**src/rtl/npn_func_pkg.sv**
```systemverilog
// Shared types and helpers for the NPN function pipeline: FSM states,
// the reset truth table and permutation-field utilities.
package npn_func_pkg;

  typedef enum logic [1:0] {
    ST_RUN   = 2'd0,
    ST_DRAIN = 2'd1,
    ST_LOAD  = 2'd2
  } state_t;

  // Widest supported configuration (N_IN = 6 -> 3-bit permutation fields).
  localparam int N_IN_MAX   = 6;
  localparam int IW_MAX     = 3;
  localparam int PERM_MAX_W = N_IN_MAX * IW_MAX;

  // Truth table loaded at reset; bit k = f(idx = k).
  localparam logic [15:0] DEFAULT_TT = 16'h0691;

  // Permutation field width for a given input count (max(1, clog2(n))).
  function automatic int idx_w(input int n_in);
    if (n_in <= 2)      return 1;
    else if (n_in <= 4) return 2;
    else                return 3;
  endfunction

  // True when every field names a distinct source index below n_in.
  function automatic logic perm_is_bijective(input logic [PERM_MAX_W-1:0] perm,
                                             input int                    n_in);
    int                iw;
    logic [7:0]        seen;
    logic              ok;
    logic [IW_MAX-1:0] idx;
    iw   = idx_w(n_in);
    seen = '0;
    ok   = 1'b1;
    for (int i = 0; i < N_IN_MAX; i++) begin
      if (i < n_in) begin
        idx = IW_MAX'((perm >> (i * iw)) & PERM_MAX_W'((1 << iw) - 1));
        if (int'(idx) >= n_in) ok = 1'b0;
        else if (seen[idx])    ok = 1'b0;
        else                   seen[idx] = 1'b1;
      end
    end
    return ok;
  endfunction

  // Permutation word with field i = i.
  function automatic logic [PERM_MAX_W-1:0] identity_perm(input int n_in);
    logic [PERM_MAX_W-1:0] p;
    int                    iw;
    iw = idx_w(n_in);
    p  = '0;
    for (int i = 0; i < N_IN_MAX; i++) begin
      if (i < n_in) p = p | (PERM_MAX_W'(i) << (i * iw));
    end
    return p;
  endfunction

endpackage

```
**src/rtl/npn_func_pipe_xform.sv**
```systemverilog
// Combinational NPN input transform: negate the input vector, then gather
// each output bit from the source position named by its permutation field.
module npn_xform
  import npn_func_pkg::*;
#(
  parameter int N_IN = 4,
  parameter int IW   = 2
) (
  input  logic [N_IN-1:0]    x,
  input  logic [N_IN-1:0]    neg_in,
  input  logic [N_IN*IW-1:0] perm,
  output logic [N_IN-1:0]    t
);

  logic [N_IN-1:0] u;

  assign u = x ^ neg_in;

  // Gather t[i] = u[perm_i]; fields are validated before they are loaded.
  always_comb begin
    t = '0;
    for (int i = 0; i < N_IN; i++) begin
      t[i] = u[perm[i*IW +: IW]];
    end
  end

endmodule

```
**src/rtl/npn_func_pipe.sv**
```systemverilog
// Two-stage streaming evaluator of one truth-table function under a loadable
// NPN transform. Configuration changes drain the pipeline first, so every
// vector is evaluated entirely under the config active when it was accepted.
module npn_func_pipe #(
  parameter int              N_IN       = 4,
  parameter int              TT_W       = 2**N_IN,
  parameter int              IW         = (N_IN > 2) ? $clog2(N_IN) : 1,
  parameter logic [TT_W-1:0] DEFAULT_TT = TT_W'(npn_func_pkg::DEFAULT_TT)
) (
  input  logic               clk,
  input  logic               rst,
  input  logic               in_valid,
  output logic               in_ready,
  input  logic [N_IN-1:0]    in_x,
  output logic               out_valid,
  input  logic               out_ready,
  output logic               out_y,
  input  logic               cfg_valid,
  output logic               cfg_ready,
  input  logic [TT_W-1:0]    cfg_tt,
  input  logic [N_IN-1:0]    cfg_neg_in,
  input  logic [N_IN*IW-1:0] cfg_perm,
  input  logic               cfg_neg_out,
  output logic               cfg_err
);

  import npn_func_pkg::*;

  localparam int            PW      = N_IN * IW;
  localparam logic [PW-1:0] ID_PERM = PW'(identity_perm(N_IN));

  state_t            state_q, state_d;

  logic [TT_W-1:0]   tt_q;
  logic [N_IN-1:0]   neg_in_q;
  logic [PW-1:0]     perm_q;
  logic              neg_out_q;

  logic [N_IN-1:0]   t_p0;
  logic [N_IN-1:0]   t_p1;
  logic              vld_p1;
  logic              vld_p2;
  logic              y_p2;

  logic              s1_adv;
  logic              s2_adv;
  logic              perm_ok;
  logic              cfg_load;

  assign s2_adv    = !vld_p2 || out_ready;
  assign s1_adv    = !vld_p1 || s2_adv;
  assign in_ready  = (state_q == ST_RUN) && !cfg_valid && s1_adv;
  assign perm_ok   = perm_is_bijective(PERM_MAX_W'(cfg_perm), N_IN);
  assign out_valid = vld_p2;
  assign out_y     = y_p2;

  // Stage 0 -> 1: negate and permute the incoming vector.
  npn_xform #(.N_IN(N_IN), .IW(IW)) u_xform (
    .x      (in_x),
    .neg_in (neg_in_q),
    .perm   (perm_q),
    .t      (t_p0)
  );

  // Next-state and config handshake: RUN -> DRAIN on request, LOAD once empty.
  always_comb begin
    state_d   = state_q;
    cfg_ready = 1'b0;
    cfg_err   = 1'b0;
    cfg_load  = 1'b0;
    case (state_q)
      ST_RUN: begin
        if (cfg_valid) state_d = ST_DRAIN;
      end
      ST_DRAIN: begin
        if (!vld_p1 && !vld_p2) state_d = ST_LOAD;
      end
      ST_LOAD: begin
        state_d   = ST_RUN;
        cfg_ready = cfg_valid;
        cfg_err   = cfg_valid && !perm_ok;
        cfg_load  = cfg_valid && perm_ok;
      end
      default: state_d = ST_RUN;
    endcase
  end

  // FSM state register.
  always_ff @(posedge clk or posedge rst) begin
    if (rst) state_q <= ST_RUN;
    else     state_q <= state_d;
  end

  // Active configuration; replaced only by a legal request in LOAD.
  always_ff @(posedge clk or posedge rst) begin
    if (rst) begin
      tt_q      <= DEFAULT_TT;
      neg_in_q  <= '0;
      perm_q    <= ID_PERM;
      neg_out_q <= 1'b0;
    end else if (cfg_load) begin
      tt_q      <= cfg_tt;
      neg_in_q  <= cfg_neg_in;
      perm_q    <= cfg_perm;
      neg_out_q <= cfg_neg_out;
    end
  end

  // Stage 1 occupancy.
  always_ff @(posedge clk or posedge rst) begin
    if (rst)         vld_p1 <= 1'b0;
    else if (s1_adv) vld_p1 <= in_valid && in_ready;
  end

  // Stage 1 data: transformed index, captured only on accept.
  always_ff @(posedge clk) begin
    if (s1_adv && in_valid && in_ready) t_p1 <= t_p0;
  end

  // Stage 1 -> 2: truth-table lookup and output negation; held under backpressure.
  always_ff @(posedge clk or posedge rst) begin
    if (rst) begin
      vld_p2 <= 1'b0;
      y_p2   <= 1'b0;
    end else if (s2_adv) begin
      vld_p2 <= vld_p1;
      if (vld_p1) y_p2 <= tt_q[t_p1] ^ neg_out_q;
    end
  end

endmodule

```
**config.mk**
```make
export PLATFORM = sky130hd
export DESIGN_NAME = npn_func_pipe
export DESIGN_NICKNAME = d
export VERILOG_FILES = /design/src/rtl/npn_func_pkg.sv /design/src/rtl/npn_func_pipe_xform.sv /design/src/rtl/npn_func_pipe.sv
export SDC_FILE = /design/constraint.sdc
export NUM_CORES = 1
export LEC_CHECK = 0
export ABC_CLOCK_PERIOD_IN_PS = 1600
export CAP_MARGIN = 20
export CORE_MARGIN = 10
export CORE_UTILIZATION = 45
export CTS_BUF_LIST = sky130_fd_sc_hd__clkbuf_16
export CTS_CLUSTER_DIAMETER = 150
export DETAILED_ROUTE_END_ITERATION = 10
export GPL_TIMING_DRIVEN = 0
export PLACE_DENSITY = 0.76
export SLEW_MARGIN = 20
export SYNTH_ARGS = -nofsm -noshare
export SYNTH_HDL_FRONTEND = slang
export SYNTH_SLANG_ARGS = --single-unit
```
**constraint.sdc**
```tcl
create_clock -name clk -period 1.6 [get_ports clk]
set_input_delay 0.16 -clock clk [delete_from_list [all_inputs] [get_ports clk]]
set_output_delay 0.16 -clock clk [all_outputs]
set_load 0.005 [all_outputs]
```
==> metrics.cfg, run 1 <==
[cts]
clk_latency_ns = 0.28
cts_tree = built
htreeDepth = 2
cts_made_buffers = 5
path_clk_slew_ns = 0.06
cts_root_buf = clkbuf_16
cts_sinks = 38
clockBufferDepth = 2

[cells_and_area]
stdcell_area_sq_um = 2560
nets = 217
drive_gt1_frac = 0.444
fillers = 293
finalNonFillerCells = 230
fin_util = 0.636
antenna_cells = 0
syn_to_final_growth_pct = 35.7

[grt]
grt_max_degree = 35
antenna_found_initial = 0
gr-usage-all-layers = 0.122
grt_pass1_wl_um = 6970
first_global_vias = 1390
grt_overflow = 0

[detailed_routing]
firstDrtPassIters = 3
antenna_left = 0
drt-wirelength-per-cell_um = 18.6
wl_um = 4270
vias = 1235
via_per_inst = 5.37
drc = 0
first_iter_violations = 52

[worst_setup_path]
crit_top_cell = mux2i_1
crit_family = multiplexers
cp_max_fo = 2
crit_type = register to register
critPathLaunchType = register
cp.required_ns = 1.75
critPathBufInv = 1
worstPathCellList = buf_4, mux4_2, mux2i_1, mux2i_1, xnor2_1, a31oi_1
cp_slowest_cell = mux4_2
critPathArrivalTime_ns = 1.75
endpoint_kind = register
worst_path_largest_cell_delay_ns = 0.50

[worst_hold_path]
hp-class = input port to register

[floorplanning]
rows = 23
pin_count = 43
coreArea_sq_um = 4030
start_util = 0.469
dieHeight_um = 84.8
die-area_sq_um = 7190
die_w_um = 84.8

[power]
p_leak_nw = 1.17
clkPwrFrac = 0.238
power.switching_w = 0.00101
ir_drop_v = 0.000678
seqPwrFrac = 0.451
swShare = 0.262
power_density_nw_per_um2 = 1500
p_int_w = 0.00285
power_frac_comb = 0.310

[sta]
drv_slew = 0
clock.fmax_ghz = 0.625
timing.final.hold_violations = 0
fin_crit_sh = 0.999
slew_headroom = 0.541
min_period_ns = 1.60
worst_pin_slew_ns = 0.688
rsz0062_at_grt = yes
skew_ns = 0.00301
setup-violations-final = 0

[placement]
post-place-cells = 216
placed_cell_area_sq_um = 2370
gp_congestion = 0.799
dp_hpwl_um = 3080
portBuffers = 40

[synthesis]
yosys-top-cells-area = dfrtp_1 33%, dfstp_2 13%, mux2_2 11%
ys_seq_area_frac = 0.520
yosysMostFrequentCell = dfrtp_1
ys.flop_type = dfrtp_1
yosysTopAreaCell = dfrtp_1
synth.top_cell.area_share = 0.331
synth_seq_cells = 38
synth_edf_count = 4
syn_nets = 164
synth.avg_cell_area_sq_um = 15.0
yosysUniqueCellTypes = 32
synthArstFlopShare = 0.895
synth_area_sq_um = 1890
synth_commonest_cells = 25 x dfrtp_1, 19 x mux2_2, 10 x mux2_4
ys_warn_count = 0
syn_inst = 126

[run_status]
run_status = complete, no violations

[run]
maxCapViolCount = 0

-- worst reg2reg max path: stages, from the launching register on --
cell	delay, ns
edfxtp_1	0.34
buf_4	0.13
mux4_2	0.50
mux2i_1	0.14
mux2i_1	0.11
xnor2_1	0.16
a31oi_1	0.09
-- power by group through the flow --
| stage | Combinational [W] | Clock (W) | Sequential [W] |
|---|---|---|---|
| global route | 0.00131 | 0.000986 | 0.00179 |
| finish | 0.00120 | 0.000919 | 0.00174 |
| detailed placement | 0.00116 | 0 | 0.00176 |
| floorplan | 0.000864 | 0 | 0.00168 |
| CTS | 0.00120 | 0.000934 | 0.00173 |
| global placement | 0.00112 | 0 | 0.00173 |
-- per-layer routing --
layer  share of wire  up-vias  wire (um)  track usage
met4           0.015        0         62       0.0374
met1            0.44      609       1860        0.142
li1                -      584          -            -
met2            0.49       34       2100        0.196
met5               0        -          0            0
met3           0.057        8        245       0.0541
-- registers in the layout (all words and copies together), names as in the netlist --
register and count:
tt_q 16, out_valid 1, state_q 2, neg_in_q 4
vld_p1 1, neg_out_q 1, out_y 1, perm_q 8
t_p1 4
-- layout make-up --
cell class | instances | area [sq um] | area share
flip-flops and latches | 38 | 982 | 0.383
clock inverters | 3 | 12.5 | 0.00488
repair buffers | 46 | 414 | 0.162
plain buffers | 5 | 58.8 | 0.0229
well taps | 50 | 62.6 | 0.0244
inverters | 5 | 18.8 | 0.00732
clock buffers | 5 | 125 | 0.0488
multi-input cells | 78 | 888 | 0.347
-- kinds of logic after synthesis --
family                    after synthesis  synth area share
DFF                                    38             0.520
xor gates and xnor gates               10            0.0464
and+or+nand+nor                        12            0.0345
muxes                                  40             0.304
AOI/OAI and AO/OA                      16            0.0656
buffers and inverters                  10            0.0292
-- final timing paths --
path	cells past startpoint	slack (ns)	endpoint	startpoint
min in group asynchronous	2	0.32	vld_p1	rst
max reg2reg	6	0.0009	out_y	t_p1[0]
max	6	0.0009	out_y	t_p1[0]
min reg2reg	1	0.50	tt_q[8]	tt_q[8]
min	2	0.16	perm_q[2]	cfg_perm[2]
max in group asynchronous	2	0.84	neg_in_q[1]	rst
-- metrics by stage --
step,setup TNS [ns],power [W],setup WS [ns],hold slack (ns)
2_1_floorplan,-0.480,0.00255,-0.0605,0.295
3_3_place_gp,-18.74,0.00286,-0.696,0.420
3_5_place_dp,-19.99,0.00292,-0.747,0.429
4_1_cts,-0.00107,0.00386,-0.00107,0.147
5_1_grt,-0.112,0.00409,-0.0888,0.153
6_report,0,0.00386,0.000864,0.156
-- cells in the final DEF (no fill, tap or decap), types with 2 or more instances in the layout --
cell type,n
dfrtp_1,25
nor2_1,3
inv_1,4
mux2_2,19
buf_4,7
clkbuf_16,5
buf_2,7
o22ai_1,3
mux2_4,10
dfstp_2,9
dlymetal6s2s_1,2
mux4_2,8
edfxtp_1,4
a221oi_1,2
xor2_1,5
mux2i_1,3
inv_2,2
xnor2_1,3
clkdlybuf4s50_1,30
nand2b_1,2
xor2_2,2
-- what timing repair did --
item | in CTS | in global routing
pin swaps | 4 | 3
gates resized for setup | 27 | 13
hold buffers | 0 | 0
setup endpoints to repair | 37 | 34
buffers inserted | 5 | 1
cloned | 0 | 0
Note: power is estimated with default switching activity, not from simulation.
==> run 2: changes to the inputs <==
--- a/config.mk
+++ b/config.mk
@@ -14,6 +14,7 @@
 export DETAILED_ROUTE_END_ITERATION = 10
 export GPL_TIMING_DRIVEN = 0
 export PLACE_DENSITY = 0.76
+export SETUP_SLACK_MARGIN = 0.1
 export SLEW_MARGIN = 20
 export SYNTH_ARGS = -nofsm -noshare
 export SYNTH_HDL_FRONTEND = slang
==> run 2 against run 1 <==
Effect of this change: clock-buffer cell count is the same; sequential share of layout area decreased by 3.2 points; die area unchanged; the flow now finishes with violations (setup timing); first-iteration DRC count is 60% higher; non-clock buffer count increased by 7; combinational power grew 16%; register-to-register slack lost 0.08 ns; sequential power about the same.
==> metrics.cfg, run 2 (synthesis results as in run 1) <==
[worst_setup_path]
crit_type = register to register
reg2reg_slack_ns = -0.08
critPathBufInv = 1
critPathArrivalTime_ns = 1.84
r2r_start = t_p1[0]
worst_path_largest_cell_delay_ns = 0.49
cp.required_ns = 1.76
crit_family = multiplexers
cp_max_fo = 2
worst_r2r_path_depth = 6
reg2reg_to = out_y
critPathLaunchType = register
worstPathCellList = buf_6, mux4_2, mux2i_1, mux2i_1, xnor2_1, a31oi_1
endpoint_kind = register
crit_top_cell = mux2i_1
cp_slowest_cell = mux4_2

[cells_and_area]
syn_to_final_growth_pct = 48.6
mostFrequentLayoutCell = clkdlybuf4s50_1
antenna_cells = 0
final_cell_mix = 30 x clkdlybuf4s50_1, 23 x dfrtp_1, 16 x mux2_4
register_area_sq_um = 985
drive_gt1_frac = 0.529
largest_reg_flops = 16
fillers = 281
regMostFlops = tt_q
multi_input_area_sq_um = 1000
fin_util = 0.696
finalNonFillerCells = 237
largestRegisters = tt_q x16, perm_q x8
nets = 224

[grt]
antenna_found_initial = 0
grt_overflow = 0
grt_max_degree = 35
first_global_vias = 1438
gr-usage-all-layers = 0.122
grt_pass1_wl_um = 7230

[floorplanning]
dieHeight_um = 84.8
pin_count = 43
rows = 23
die-area_sq_um = 7190
coreArea_sq_um = 4030
start_util = 0.469
die_w_um = 84.8

[run_status]
run_status = finished with violations
violations = setup timing

[sta]
layout_setup_ws_ns = -0.0792
setup-violations-final = 1
skew_ns = 0.00651
drv_slew = 0
clock.fmax_ghz = 0.596
worst_pin_slew_ns = 0.685
fin_crit_sh = 1.05
rsz0062_at_grt = yes
timing.final.hold_violations = 0
min_period_ns = 1.68
slew_headroom = 0.543

[run]
maxCapViolCount = 0

[cts]
cts_sinks = 38
clockBufferDepth = 2
clk_latency_ns = 0.28
htreeDepth = 2
cts_made_buffers = 5
path_clk_slew_ns = 0.06
cts_tree = built
cts_root_buf = clkbuf_16
ctsHoldBuffers = 0

[power]
swShare = 0.266
power_frac_comb = 0.343
p_leak_nw = 1.26
clkPwrFrac = 0.225
power.switching_w = 0.00108
p_int_w = 0.00297
ir_drop_v = 0.000752
seqPwrFrac = 0.432
power_density_nw_per_um2 = 1440

[worst_hold_path]
holdPathEnd = perm_q[0]
hold_depth = 2
hp-class = input port to register
hp-start = cfg_perm[0]

[detailed_routing]
drc = 0
first_iter_violations = 83
vias = 1288
firstDrtPassIters = 4
drt-wirelength-per-cell_um = 19.0
via_per_inst = 5.43
wl_um = 4510
antenna_left = 0

[placement]
dp_hpwl_um = 3130
gp_congestion = 0.796
pre_cts_slack_ns = -0.706
post-place-cells = 216
portBuffers = 40

[run 2: cell count changes in the layout (fill, tap and decap cells not counted), moves of 5 or more]
cell,previous run,this run
mux2_2,19,13
buf_4,7,12
buf_2,7,2
mux2_4,10,16
[run 2: metrics by stage]
| step | area, sq um | hold slack, ns | power, W | TNS, ns |
|---|---|---|---|---|
| global route | 2810 | 0.155 | 0.00429 | -0.158 |
| CTS | 2570 | 0.155 | 0.00392 | -0.0307 |
| finish | 2810 | 0.151 | 0.00405 | -0.0792 |
| floorplan | 1910 | 0.295 | 0.00255 | -0.480 |
| global placement | 2370 | 0.421 | 0.00286 | -18.71 |
| detailed placement | 2370 | 0.431 | 0.00294 | -18.25 |
[run 2: power by group through the flow]
stage | clock network (W) | logic [W] | registers, W
6_report | 0.000911 | 0.00139 | 0.00175
3_3_place_gp | 0 | 0.00113 | 0.00174
2_1_floorplan | 0 | 0.000869 | 0.00168
3_5_place_dp | 0 | 0.00117 | 0.00176
5_1_grt | 0.000982 | 0.00150 | 0.00181
4_1_cts | 0.000927 | 0.00127 | 0.00173
[run 2: repair_timing]
item | 4_1_cts | 5_1_grt
pin swaps | 8 | 9
buffers inserted | 8 | 4
endpoints found under the setup margin | 33 | 33
gates resized for setup | 40 | 44
gates cloned | 0 | 1
[run 2: worst max-delay path by stage]
stage,endpoint,cells after the start,startpoint,slack [ns]
after global placement,neg_in_q[2],8,cfg_perm[6],-0.69
after CTS,out_y,6,t_p1[0],-0.03
final,out_y,6,t_p1[0],-0.08
after global routing,out_y,6,t_p1[0],-0.16
after floorplan,neg_in_q[1],8,cfg_perm[2],-0.06
after detailed placement,tt_q[5],8,cfg_perm[6],-0.71
[run 2: layout make-up]
type	instances	share of cell area
multi-input cells	78	0.357
flip-flops and latches	38	0.351
repair buffers	53	0.187
clock buffers	5	0.0446
plain buffers	5	0.0250
well taps	50	0.0223
inverters	5	0.00847
clock inverters	3	0.00446
[run 2: layer usage]
layer	up-vias	track usage	wire length [um]
met3	5	0.0377	172
met1	654	0.147	1950
met5	-	0	0
met4	0	0.0389	36
met2	33	0.202	2350
li1	596	-	-
